--- config.mk ---
export PLATFORM = sky130hd
export DESIGN_NAME = serial_frame_deserializer
export DESIGN_NICKNAME = d
export VERILOG_FILES = /design/src/rtl/deser_pkg.sv /design/src/rtl/deser_out_reg.sv /design/src/rtl/serial_frame_deserializer.sv
export SDC_FILE = /design/constraint.sdc
export NUM_CORES = 1
export LEC_CHECK = 0
export CORE_ASPECT_RATIO = 0.8
export CORE_MARGIN = 2
export CORE_UTILIZATION = 50
export CTS_BUF_LIST = sky130_fd_sc_hd__clkbuf_8
export DETAILED_ROUTE_END_ITERATION = 6
export PLACE_DENSITY = 0.77
export SLEW_MARGIN = 20
export SYNTH_ARGS = -nofsm -noshare
export SYNTH_HDL_FRONTEND = slang
export SYNTH_SLANG_ARGS = --single-unit
--- constraint.sdc ---
create_clock -name clk -period 4.9 [get_ports clk]
set_input_delay 0.735 -clock clk [delete_from_list [all_inputs] [get_ports clk]]
set_output_delay 0.735 -clock clk [all_outputs]
set_load 0.005 [all_outputs]
--- src/rtl/deser_pkg.sv ---
// Shared types and sizing helpers for the serial frame deserializer.
package deser_pkg;

    typedef enum logic {
        HUNT   = 1'b0,
        LOCKED = 1'b1
    } state_t;

    localparam int          DEF_DATA_W    = 16;
    localparam logic [15:0] DEF_SYNC_WORD = 16'hA5C3;

    // Bits needed to count 0..data_w-1; never narrower than one bit.
    function automatic int bit_cnt_w(input int data_w);
        return (data_w > 2) ? $clog2(data_w) : 1;
    endfunction

    // Bits needed to hold 0..n inclusive.
    function automatic int word_cnt_w(input int n);
        return $clog2(n + 1);
    endfunction

endpackage

--- src/rtl/deser_out_reg.sv ---
// Single-entry valid/ready holding register; a word that arrives while the
// entry is full and not being accepted is dropped and flagged as overflow.
module deser_out_reg
    import deser_pkg::*;
#(
    parameter int W = DEF_DATA_W + 1
) (
    input  logic         clk,
    input  logic         reset,
    input  logic         load,
    input  logic [W-1:0] load_data,
    input  logic         clr,
    input  logic         ready,
    output logic [W-1:0] data,
    output logic         valid,
    output logic         overflow
);

    logic drop;

    assign drop = load && valid && !ready;

    // NOTE: sequential state uses non-blocking assignments so every register
    // samples pre-edge values, independent of block ordering.
    always_ff @(posedge clk or posedge reset) begin
        if (reset) begin
            data     <= '0;
            valid    <= 1'b0;
            overflow <= 1'b0;
        end else begin
            if (load && (!valid || ready)) begin
                data  <= load_data;
                valid <= 1'b1;
            end else if (valid && ready) begin
                valid <= 1'b0;
            end

            if (drop) begin
                overflow <= 1'b1;
            end else if (clr) begin
                overflow <= 1'b0;
            end
        end
    end

endmodule

--- src/rtl/serial_frame_deserializer.sv ---
// Hunts for a sync word on a 1-bit serial link, locks to the frame structure
// and streams out the data words with lock and error status.
module serial_frame_deserializer
    import deser_pkg::*;
#(
    parameter int                DATA_W        = DEF_DATA_W,
    parameter logic [DATA_W-1:0] SYNC_WORD     = DEF_SYNC_WORD,
    parameter int                FRAME_WORDS   = 8,
    parameter int                LOCK_MISS_MAX = 2,
    parameter int                COUNT_W       = 16
) (
    input  logic               clk,
    input  logic               reset,
    input  logic               sdata,
    input  logic               bit_en,
    output logic [DATA_W-1:0]  m_data,
    output logic               m_valid,
    input  logic               m_ready,
    output logic               m_first,
    output logic               locked,
    output logic               lock_lost,
    output logic               overflow,
    input  logic               clr_status,
    output logic [COUNT_W-1:0] frame_cnt,
    output logic [COUNT_W-1:0] sync_err_cnt
);

    localparam int BW = bit_cnt_w(DATA_W);
    localparam int WW = word_cnt_w(FRAME_WORDS);
    localparam int MW = word_cnt_w(LOCK_MISS_MAX);

    localparam logic [BW-1:0] BIT_LAST  = BW'(DATA_W - 1);
    localparam logic [WW-1:0] WORD_SYNC = WW'(FRAME_WORDS);
    localparam logic [MW-1:0] MISS_LAST = MW'(LOCK_MISS_MAX - 1);

    state_t            state, state_next;
    logic [DATA_W-1:0] sh, sh_next;
    logic [BW-1:0]     bit_cnt;
    logic [WW-1:0]     word_cnt;
    logic [MW-1:0]     miss_cnt;
    logic              sync_hit, word_done, sync_slot;
    logic              emit, good_sync, bad_sync, drop_lock;
    logic [DATA_W:0]   out_data;

    // NOTE: every always_comb output gets a default first so no path can
    // leave it unassigned and infer a latch.
    always_comb begin
        sh_next    = sh;
        sync_hit   = 1'b0;
        word_done  = 1'b0;
        sync_slot  = 1'b0;
        emit       = 1'b0;
        good_sync  = 1'b0;
        bad_sync   = 1'b0;
        drop_lock  = 1'b0;
        state_next = state;

        if (bit_en) begin
            sh_next = {sh[DATA_W-2:0], sdata};
        end
        sync_hit  = (sh_next == SYNC_WORD);
        word_done = (state == LOCKED) && bit_en && (bit_cnt == BIT_LAST);
        sync_slot = (word_cnt == WORD_SYNC);
        emit      = word_done && !sync_slot;
        good_sync = word_done && sync_slot && sync_hit;
        bad_sync  = word_done && sync_slot && !sync_hit;
        drop_lock = bad_sync && (miss_cnt == MISS_LAST);

        case (state)
            HUNT:    if (bit_en && sync_hit) state_next = LOCKED;
            LOCKED:  if (drop_lock)          state_next = HUNT;
            default: state_next = HUNT;
        endcase
    end

    always_ff @(posedge clk or posedge reset) begin
        if (reset) begin
            state <= HUNT;
        end else begin
            state <= state_next;
        end
    end

    // NOTE: only control/status registers need reset for correct behaviour;
    // the shift register is reset too so post-reset hunting starts clean.
    always_ff @(posedge clk or posedge reset) begin
        if (reset) begin
            sh           <= '0;
            bit_cnt      <= '0;
            word_cnt     <= '0;
            miss_cnt     <= '0;
            lock_lost    <= 1'b0;
            frame_cnt    <= '0;
            sync_err_cnt <= '0;
        end else begin
            sh        <= sh_next;
            lock_lost <= drop_lock;

            // Counters idle at zero while hunting, so acquisition needs no reload.
            if (state == HUNT) begin
                bit_cnt  <= '0;
                word_cnt <= '0;
                miss_cnt <= '0;
            end else if (bit_en) begin
                bit_cnt <= (bit_cnt == BIT_LAST) ? '0 : bit_cnt + 1'b1;
                if (word_done) begin
                    word_cnt <= sync_slot ? '0 : word_cnt + 1'b1;
                end
                if (good_sync) begin
                    miss_cnt <= '0;
                end else if (bad_sync) begin
                    miss_cnt <= drop_lock ? '0 : miss_cnt + 1'b1;
                end
            end

            if (good_sync) begin
                frame_cnt <= frame_cnt + 1'b1;
            end

            // A miss in the same cycle as a clear leaves a count of one.
            if (bad_sync) begin
                if (clr_status) begin
                    sync_err_cnt <= COUNT_W'(1);
                end else if (sync_err_cnt != '1) begin
                    sync_err_cnt <= sync_err_cnt + 1'b1;
                end
            end else if (clr_status) begin
                sync_err_cnt <= '0;
            end
        end
    end

    assign locked = (state == LOCKED);

    deser_out_reg #(.W(DATA_W + 1)) u_out_reg (
        .clk       (clk),
        .reset     (reset),
        .load      (emit),
        .load_data ({sh_next, (word_cnt == '0)}),
        .clr       (clr_status),
        .ready     (m_ready),
        .data      (out_data),
        .valid     (m_valid),
        .overflow  (overflow)
    );

    assign m_data  = out_data[DATA_W:1];
    assign m_first = out_data[0];

endmodule
Word-level counts from Yosys, hierarchy flattened
Index checks and enable logic that the tools add are counted.
{"block": "totals", "register_bits": 79, "latch_bits": 0, "ram_bits": 0, "romBits": 0, "out_inout_bits": 53, "n_memories": 0}
{"block": "op_classes", "add_sub_neg": 5, "n_mul": 0, "div_mod_pow": 0, "order_cmp": 0, "eq_ne": 8, "shifts": 0, "muxes": 24, "bitwise_logic": 1, "n_reduce_logical": 25}
{"operator": "$mux W16", "count": 5}
{"operator": "$add A16 B1 Y16 const B", "count": 2}
{"operator": "$mux W4", "count": 7}
{"operator": "$eq A16 B16 Y1 const B", "count": 1}
{"operator": "$ne A16 B16 Y1 const B", "count": 1}
{"operator": "$logic_and A1 B1 Y1", "count": 12}
{"operator": "$mux W2", "count": 5}
{"operator": "$add A4 B1 Y4 const B", "count": 2}
{"operator": "$eq A4 B4 Y1 const B", "count": 2}
{"operator": "$reduce_bool A2 Y1", "count": 4}
{"operator": "$mux W1", "count": 6}
{"operator": "$reduce_and A2 Y1", "count": 3}
{"operator": "$logic_not A1 Y1", "count": 4}
{"operator": "$logic_not A4 Y1", "count": 1}
{"operator": "$ne A3 B1 Y1 const B", "count": 1}
{"operator": "$add A2 B1 Y2 const B", "count": 1}
{"operator": "$eq A2 B1 Y1 const B", "count": 1}
{"operator": "$ne A2 B1 Y1 const B", "count": 1}
{"operator": "$ne A2 B2 Y1 const B", "count": 1}
{"operator": "$pmux W1 S2", "count": 1}
{"operator": "$logic_or A1 B1 Y1", "count": 1}
{"operator": "$not A1 Y1", "count": 1}

Logic depth before layout (Yosys ltp)
{"block": "depth", "word_depth": 10, "ltp_mapped": 8, "ltp_nobuf": 7}

By module
A second synthesis with hierarchy kept.
{"block": "unflattened", "hier_cells": 334, "area_unflattened_um2": 3857.4}
{"module": "serial_frame_deserializer", "instances": 1, "cells_each": 290, "area_per_inst_um2": 3086.7}
{"module": "deser_out_reg", "instances": 1, "cells_each": 44, "area_per_inst_um2": 770.7}

Worst setup path after synthesis
No wires, ideal clock.
{"block": "synth_path", "path_kind": "input port to flip-flop", "start": "input bit_en", "end": "register frame_cnt[10]", "setup_ns": 0.126, "arrival_time_ns": 2.278, "required_ns": 4.774, "setup_slack_ns": 2.496, "cell_stages": 6, "path_cell_list": "buf_6 nor4b_4 o211ai_2 or4_4 or3_4 xnor2_2"}
{"block": "synth_via", "elab_chain_len": 4, "word_cells_on_any_way": 6, "cone_classes": "eq/ne (1); mux (1); reduce/logical (4)"}
{"item": "from (decl)", "line": "serial_frame_deserializer.sv:15", "text": "input logic bit_en,"}
{"item": "parallel branches: the longest is 3 deep, another holds $mux W16"}
{"item": "$logic_and A1 B1 Y1 (*)", "line": "serial_frame_deserializer.sv:65", "text": "good_sync = word_done && sync_slot && sync_hit;"}
{"item": "to (signal assigned)", "line": "serial_frame_deserializer.sv:117", "text": "frame_cnt <= frame_cnt + 1'b1;"}
{"item": "to (decl)", "line": "serial_frame_deserializer.sv:24", "text": "output logic [COUNT_W-1:0] frame_cnt,"}
Every way passes the cells marked *.
A chain may end at the register's enable or synchronous reset.

Worst setup path after layout
{"block": "layout_path", "start": "input bit_en", "end": "register u_out_reg.data[5]"}
{"block": "layout_via", "elab_chain_len": 4, "word_cells_on_any_way": 5, "cone_classes": "mux (1); reduce/logical (4)"}
{"item": "$logic_and A1 B1 Y1 (2 in a row)", "line": "serial_frame_deserializer.sv:62", "text": "word_done = (state == LOCKED) && bit_en && (bit_cnt == BIT_LAST);"}
{"item": "$logic_and A1 B1 Y1", "line": "serial_frame_deserializer.sv:64", "text": "emit = word_done && !sync_slot;"}
{"item": "$logic_and A1 B1 Y1", "line": "deser_out_reg.sv:31", "text": "if (load && (!valid || ready)) begin"}
{"item": "to (signal assigned)", "line": "deser_out_reg.sv:32", "text": "data <= load_data;"}
{"item": "to (decl)", "line": "deser_out_reg.sv:14", "text": "output logic [W-1:0] data,"}
Several ways; a longest one is shown, not always the timed one.

==> results.sh <==
export IMPL_max_freq_mhz=320
export IMPL_status="completed"
export IMPL_p_leak_nw=2.01
export IMPL_post_cts_buffers=0
export IMPL_synth_edf_count=0
export IMPL_syn_nets=347
export IMPL_wire_per_inst_um=15.1
export IMPL_grt_max_degree=54
export IMPL_clock_skew_final_ns=0.00929
export IMPL_slowest_stage="nand4_1"
export IMPL_firstDrtPassIters=4
export IMPL_worstSkewPairLatency_ns=0.35
export IMPL_crit_path_cell_trace="clkdlybuf4s50_1 > buf_4 > and4_1 > nand4_1 > mux2_2"
export IMPL_overflow=0
export IMPL_min_period_ns=3.13
export IMPL_postCtsResizedCells=0
export IMPL_synth_async_sr_flop_share=1.00
export IMPL_cts_buffers=9
export IMPL_clockBufferDepth=2
export IMPL_die_w_um=102
export IMPL_startpoint="bit_en"
export IMPL_peakVddDrop_mv=0.304
export IMPL_postCtsHoldBufs=0
export IMPL_hp_start="miss_cnt[1]"
export IMPL_finalCritPeriodShare=0.638
export IMPL_grt_usage=0.190
export IMPL_htreeDepth=3
export IMPL_ys_seq_elements=79
export IMPL_ys_types=56
export IMPL_rsz0062_at_grt="false"
export IMPL_hpwl_mm=5.23
export IMPL_synth_area_per_cell_um2=11.5
export IMPL_crit_required_ns=5.13
export IMPL_synth_main_ff_cell="dfrtp_1"
export IMPL_wl_mm=7.60
export IMPL_start_kind="input pin"
export IMPL_clk_pin_slew_ns=0.07
export IMPL_drive_above_1_share=0.186
export IMPL_worst_pin_slew_ns=0.923
export IMPL_syn_to_final_growth_pct=22.2
export IMPL_cts_tree="built"
export IMPL_max_stage_delay_ns=0.79
export IMPL_grt_antenna_before_repair=0
export IMPL_start_util=0.518
export IMPL_synth_area_um2=3870
export IMPL_final_nets=405
export IMPL_slew_viol_final=0
export IMPL_antenna_cells=0
export IMPL_drt_drc_violations_left=0
export IMPL_cp_end_kind="register"
export IMPL_hold_violations=0
export IMPL_port_buffers=58
export IMPL_path_delay_family="simple AND/OR/NAND/NOR gates"
export IMPL_place_gp_congestion=0.822
export IMPL_synth_area_leaders="dfrtp_1 51%, mux2_2 10%, a21oi_1 2.6%"
export IMPL_yosys_warnings=0
export IMPL_clock_sinks=79
export IMPL_crit_arrival_ns=3.35
export IMPL_power_per_cell_area_nw_per_um2=373
export IMPL_dieArea_um2=8460
export IMPL_synth_top_area_cell="dfrtp_1"
export IMPL_die_h_um=82.7
export IMPL_rows=28
export IMPL_synth_top_area_frac=0.511
export IMPL_cp_max_fo=33
export IMPL_worst_path_buf_inv=2
export IMPL_grt_pass1_vias=2593
export IMPL_first_iter_violations=139
export IMPL_setup_viol_count_final=0
export IMPL_final_common_cell="dfrtp_1"
export IMPL_routed_via_density=5.60
export IMPL_seq_area_frac_synth=0.511
export IMPL_fin_ws_ns=1.77
export IMPL_layout_common_cells="79 x dfrtp_1, 58 x clkdlybuf4s50_1, 35 x mux2_2"
export IMPL_path_class="input pin to register"
export IMPL_hold_class="register to register"
export IMPL_clockRootBuffer="clkbuf_8"
export IMPL_dr_total_vias=2810
export IMPL_drt_antenna_violating_nets=0
export IMPL_relSlewSlack=0.383
export IMPL_syn_instance_count=336
export IMPL_timing_setup_tns_ns=0
export IMPL_r2r_start="bit_cnt[0]"
export IMPL_core_area_um2=7460
export IMPL_max_cap_violations=0
export IMPL_dp_slack_ns=1.40
export IMPL_grt_first_pass_wirelength_mm=12.4
export IMPL_ios=59
[synth_stat cells, types with 2 or more instances]
master,instances
dfrtp_1,79
mux2_2,35
nand2_1,23
a21oi_1,20
nand3_1,16
nor2_1,12
or4_1,11
nand4_1,10
o31ai_1,10
inv_1,9
o21ai_0,9
xor2_1,9
clkbuf_1,7
nor3_1,6
ha_1,5
or3_1,5
xnor2_1,5
and2_1,4
and4_1,4
nor3_2,4
and3_1,3
nor2b_1,3
nor4bb_1,3
a22oi_1,2
buf_2,2
buf_4,2
buf_6,2
nand4_2,2
nor4_4,2
nor4b_1,2
o2111ai_1,2
o211a_1,2
or3_4,2
xnor2_2,2
[worst register-to-register path, stage by stage (launching register included)]
cell and delay [ns]:
dfrtp_1 0.40, ha_1 0.27, and4_1 0.42, nand4_1 0.80, mux2_2 0.58
[path summary, 6_finish.rpt]
path	endpoint	slack, ns	depth (start not counted)
worst max-delay path	u_out_reg.data[5]	1.77	5
max in group asynchronous	sync_err_cnt[12]	3.14	3
worst max register to register	u_out_reg.data[5]	2.32	4
worst min register to register	lock_lost	0.46	1
min in group asynchronous	frame_cnt[7]	0.86	2
worst min-delay path	lock_lost	0.46	1
[flip-flops by register name (all words and copies together), names as in the netlist]
signal and count:
bit_cnt 4, word_cnt 4, sh 16, u_out_reg.overflow 1, u_out_reg.valid 1, miss_cnt 2
u_out_reg.data 17, sync_err_cnt 16, frame_cnt 16, locked 1, lock_lost 1
[kinds of logic after synthesis]
logic type | share of synthesized area
adders and majority gates | 0.0162
xor gates and xnor gates | 0.0401
DFF | 0.511
muxes | 0.105
buffers and inverters | 0.0288
and+or+nand+nor | 0.211
AOI/OAI and AO/OA | 0.0877
[report_power, final]
group          switching, W  total, W  internal, W  leakage (nW)
clock network      0.000223  0.000501     0.000279         0.105
logic              0.000146  0.000377     0.000231         0.863
registers          0.000105  0.000883     0.000779          1.04
total              0.000473   0.00176      0.00129          2.01
[cell type report]
type / instances / area, um2
clock buffer: 9 / 124
clock inverter: 5 / 75.1
multi-input combinational: 234 / 1780
tap: 105 / 131
timing repair buffer: 61 / 603
sequential: 79 / 1980
inverter: 9 / 35.0
fill: 621 / 2740
[through the flow]
step | area, um2 | utilization | total power, W | cells | hold WS (ns)
global route | 4720 | 0.633 | 0.00186 | 502 | 0.479
CTS | 4720 | 0.633 | 0.00178 | 502 | 0.459
detailed placement | 4520 | 0.606 | 0.00127 | 488 | 0.449
floorplan | 3870 | - | 0.00109 | 336 | 0.419
global placement | 4520 | 0.606 | 0.00125 | 488 | 0.441
finish | 4720 | 0.633 | 0.00176 | 502 | 0.457
[layer usage]
layer | global-route usage | part of all wire
met5 | 0 | 0
met4 | 0.0640 | 0.015
met3 | 0.0598 | 0.041
met2 | 0.303 | 0.47
met1 | 0.250 | 0.47
(Power assumes the default switching activity.)
